### config.mk
export PLATFORM = sky130hd
export DESIGN_NAME = mult_matrix_unskew
export DESIGN_NICKNAME = d
export VERILOG_FILES = /design/src/rtl/mult_matrix_unskew.sv
export SDC_FILE = /design/constraint.sdc
export NUM_CORES = 1
export LEC_CHECK = 0
export BUFFER_PORTS_ARGS = -buffer_cell sky130_fd_sc_hd__buf_2
export CORE_MARGIN = 8
export CORE_UTILIZATION = 40
export CTS_CLUSTER_DIAMETER = 80
export DETAILED_ROUTE_END_ITERATION = 12
export MAX_ROUTING_LAYER = met4
export PLACE_DENSITY = 0.77
export SLEW_MARGIN = 20
export SYNTH_ARGS = -nofsm -noshare
export SYNTH_HDL_FRONTEND = slang
export SYNTH_SLANG_ARGS = --single-unit
export TNS_END_PERCENT = 5
### constraint.sdc
create_clock -name clk -period 0.8 [get_ports clk]
set_input_delay 0.04 -clock clk [delete_from_list [all_inputs] [get_ports clk]]
set_output_delay 0.04 -clock clk [all_outputs]
set_load 0.02 [all_outputs]
### src/rtl/mult_matrix_unskew.sv
// Undoes the per-lane skew of a systolic row stream: lane i is delayed
// size-1-i cycles so every lane of a row lines up in one output register.
module mult_matrix_unskew #(
    parameter int data_size = 4,
    parameter int size      = 3,
    localparam int row_w    = (size > 1) ? $clog2(size) : 1
) (
    input  logic                      clk,
    input  logic                      rst_n,
    input  logic [data_size*size-1:0] input_stream,
    input  logic                      in_valid,
    output logic [data_size*size-1:0] output_stream,
    output logic                      out_valid,
    output logic                      out_last,
    output logic [row_w-1:0]          out_row
);

    logic [data_size-1:0]      lane_out [size];
    logic [data_size*size-1:0] out_q;
    logic [size-1:0]           vpipe;
    logic [row_w-1:0]          row_q;

    genvar i;
    for (i = 0; i < size; i++) begin : g_lane
        localparam int depth = size - 1 - i;
        logic [data_size-1:0] lane_in;

        assign lane_in = input_stream[(size-i)*data_size-1 -: data_size];

        if (depth == 0) begin : g_pass
            assign lane_out[i] = lane_in;
        end else begin : g_dly
            logic [data_size-1:0] pipe [depth];

            always_ff @(posedge clk or negedge rst_n) begin
                if (!rst_n) begin
                    for (int j = 0; j < depth; j++) pipe[j] <= '0;
                end else begin
                    pipe[0] <= lane_in;
                    for (int j = 1; j < depth; j++) pipe[j] <= pipe[j-1];
                end
            end

            assign lane_out[i] = pipe[depth-1];
        end
    end

    // Output register and valid pipe are both free-running.
    always_ff @(posedge clk or negedge rst_n) begin
        if (!rst_n) begin
            out_q <= '0;
            vpipe <= '0;
        end else begin
            for (int k = 0; k < size; k++) begin
                out_q[(size-k)*data_size-1 -: data_size] <= lane_out[k];
            end
            vpipe[0] <= in_valid;
            for (int k = 1; k < size; k++) vpipe[k] <= vpipe[k-1];
        end
    end

    // Row index tracks the row being presented; advances only on valid rows.
    always_ff @(posedge clk or negedge rst_n) begin
        if (!rst_n) begin
            row_q <= '0;
        end else if (vpipe[size-1]) begin
            if (row_q == row_w'(size - 1)) row_q <= '0;
            else                           row_q <= row_q + row_w'(1);
        end
    end

    assign output_stream = out_q;
    assign out_valid     = vpipe[size-1];
    assign out_row       = row_q;
    assign out_last      = vpipe[size-1] && (row_q == row_w'(size - 1));

endmodule

# Word level (Yosys, flattened, before mapping)
# Cells that the tools add are included.
[totals]
out_inout_bits = 16
register_bits = 29
word_cells = 10
input_bits = 15
[classes]
n_eq_ne = 1
addsub = 1
mux = 1
reduce_logical = 1
[ops]
columns = ["cell", "n"]
rows = [
  ["adder 2 x 1 -> 2 bit, second input constant", 1],
  ["equality test 2 bit, second input constant", 1],
  ["2-to-1 mux 2 bit", 1],
  ["logical AND 1 bit", 1],
]

# Logic depth before layout (Yosys ltp)
[logic_depth]
ltp_word = 2
ltp_mapped = 2
ltp_nobuf = 2

# Least setup slack after synthesis
# OpenSTA, ideal clock, no wires.
[synth_timing]
path_kind = "register to register"
startpoint = "reg vpipe[2]"
endpoint = "reg row_q[0] (netlist: out_row[0])"
setup_slack_ns = -0.126
stages_incl_launch_ff = 2
arrival_ns = 0.801
path_buffers = 0
period_less_slack_ns = 0.926
cell_sequence = "dfrtp_1 -> mux2_4"
[synth_rtl]
columns = ["element", "line_no", "text"]
rows = [
  ["start, declared", "20", "logic [size-1:0] vpipe;"],
  ["start signal, assigned", "52", "vpipe <= '0;"],
  ["end signal, assigned", "68", "else row_q <= row_q + row_w'(1);"],
  ["end, declared", "21", "logic [row_w-1:0] row_q;"],
]
# No word-level cell between the ends.

# Worst setup path in the final report
[layout_timing]
startpoint = "reg vpipe[2]"
endpoint = "out out_last"
[layout_via]
elab_chain_cells = 1
[layout_lines]
columns = ["element", "line_no", "text"]
rows = [
  ["logical AND 1 bit", "75", "assign out_last = vpipe[size-1] && (row_q == row_w'(size - 1));"],
  ["end, declared", "14", "output logic out_last,"],
]
# No other way between the ends.

==> qor.txt <==
Slack of the critical path = -0.313 ns
Vias = 454
WHS = 0.111 ns
Reg2reg setup slack = -0.10 ns
Leakage = 0.606 nW
Area Growth Syn to Fin = 61.2%
Vias in the first global route = 525
Wire length of the first global-routing pass = 2320 um
Status = finished, violations left
CP endpoint kind = output port
Syn nets = 49
CTS Buf Count = 5
Final net count = 104
Share of layout cells above drive strength 1 = 0.506
Tightest Pin Transition = 0.235 ns
Final Skew = 0.00414 ns
Congestion Overflow GR = 0
Max Slew Vio Count = 0
Reg clk slew, reported paths = 0.08 ns
# diodes = 0
CTS tree = done
Die area = 3580 um^2
Crit path time final = 1.11 ns
Drt pass-1 iters = 2
Setup violators final = 17
Cells after synthesis = 34
Critical Path Start Type = register
CTS sink count = 29
Comb power frac = 0.209
Routability cong. = 0.623
Core area = 1880 um^2
Setup tns final = -1.75 ns
Yosys top cell area share = 0.945
First DRT Iteration DRCs = 2
Die width = 59.8 um
Most frequent cells in the layout = dfrtp_1, buf_2, dlygate4sd3_1, buf_6, clkbuf_4
Global Route Usage Sum = 0.0948
IO Pins = 31
Leading cell type in the layout, fill and taps excluded = dfrtp_1
Syn_area_per_cell = 22.6 um^2
Final WL = 1420 um
CTS H-tree lvls = 2
DR vias/cell = 3.91
DRT antenna net count = 0
WL/cell = 12.2 um
Worst EP arrival = 1.07 ns
Total of max-cap violations = 0
Layout Cells excl Fill = 116
HP Class = primary input to asynchronous set/reset pin
Fmax = 0.899 GHz
Clk buf depth = 2
Clk root buf = clkbuf_4
Top cells by area, synth = dfrtp_1, mux2_4, and3b_2
Req. time, crit path = 0.76 ns
Final worst path period share = 1.39
Cell-internal power = 2.37 mW
Pwr Density = 2520 nW/um^2
RSZ-0062 raised after global routing = yes
Initial antenna violation count = 0
Sw power = 743 uW
Largest net degree at the start of global routing = 21
Post-route DRC = 0
Yosys warns = 0
Net Sw Frac = 0.238
Max rail drop VDD = 1.52 mV
Place WS = -0.0321 ns
Synth cell types = 6
Flops & latches, synth = 29
Clock Latency Late Sink = 0.31 ns
Clock power frac = 0.266
Crit path kind = register to output port
Failing checks = setup timing
Initial Util = 0.408
Sequential area share after synthesis = 0.945
Die Ht = 59.8 um
Slew headroom = 0.843
Inst Count DP = 93
Num rows = 16
Flop pwr share = 0.525
Synth area leader = dfrtp_1
Final hold vios = 0
I/O Buffers = 30
Critical path peak fanout = 4
Syn Std Cell Area = 768 um^2
[registers in the layout, indices dropped and copies added, names as in the netlist]
| signal | flops |
|---|---|
| out_row | 2 |
| g_lane.g_dly.pipe | 12 |
| vpipe | 3 |
| output_stream | 12 |
[per-layer routing]
metal  track usage  wire length (um)  vias to the layer above
li1              -                 -                      213
met1        0.0837               519                      218
met2         0.155               781                       21
met3        0.0495               113                        2
met4        0.0612                 2                        0
met5             -                 0                        -
[metrics by stage]
step	instance area [um^2]	util	power [mW]
finish	1240	0.658	3.12
global route	1240	0.658	3.28
CTS	1230	0.652	3.18
detailed placement	983	0.523	2.08
global placement	983	0.523	2.06
floorplan	772	-	1.89
[power groups by stage]
stage / clock [mW] / combinational, mW / sequential (mW)
floorplan: 0 / 0.104 / 1.78
global placement: 0 / 0.382 / 1.67
detailed placement: 0 / 0.394 / 1.69
CTS: 0.885 / 0.657 / 1.63
global route: 0.933 / 0.698 / 1.65
finish: 0.828 / 0.653 / 1.64
[layout make-up]
cell class                 count  area [um^2]
fill                         150          643
timing repair buffer          48          378
tap                           27         33.8
clock buffer                   7         55.1
sequential                    29          729
multi-input combinational      5         42.5
[worst max-delay path: stages, from the launching register on]
cell     delay, ns
dfrtp_2       0.44
and3b_2       0.21
buf_6         0.13
[timing repair]
action | in CTS | in global routing
setup buffers | 2 | 0
endpoints found under the hold margin | 42 | 0
hold buffers | 14 | 0
pin swaps | 1 | 0
endpoints found under the setup margin | 18 | 18
gates resized for setup | 10 | 4
[logic make-up after synthesis]
kind of cell / Yosys count / share of synthesized area
mux: 2 / 0.0326
flops: 29 / 0.945
simple gates: 3 / 0.0228
[synth_stat cells]
| master | number |
|---|---|
| nand2_1 | 1 |
| nor2_1 | 1 |
| mux2i_1 | 1 |
| dfrtp_1 | 29 |
| mux2_4 | 1 |
| and3b_2 | 1 |
[path summary, 6_finish.rpt]
path                                                   start                                 to  cells after the start
setup / recovery                          vpipe[2]$_DFF_PN0_                           out_last                      2
hold / removal                                         rst_n  g_lane[0].g_dly.pipe[2]$_DFF_PN0_                      2
setup reg to reg                      out_row[0]$_DFFE_PN0P_             out_row[0]$_DFFE_PN0P_                      2
hold reg to reg            g_lane[0].g_dly.pipe[7]$_DFF_PN0_  g_lane[0].g_dly.pipe[3]$_DFF_PN0_                      0
max in group asynchronous                              rst_n             out_row[0]$_DFFE_PN0P_                      3
min in group clk           g_lane[0].g_dly.pipe[7]$_DFF_PN0_  g_lane[0].g_dly.pipe[3]$_DFF_PN0_                      0
No activity file was read; power rests on OpenSTA's default activity.
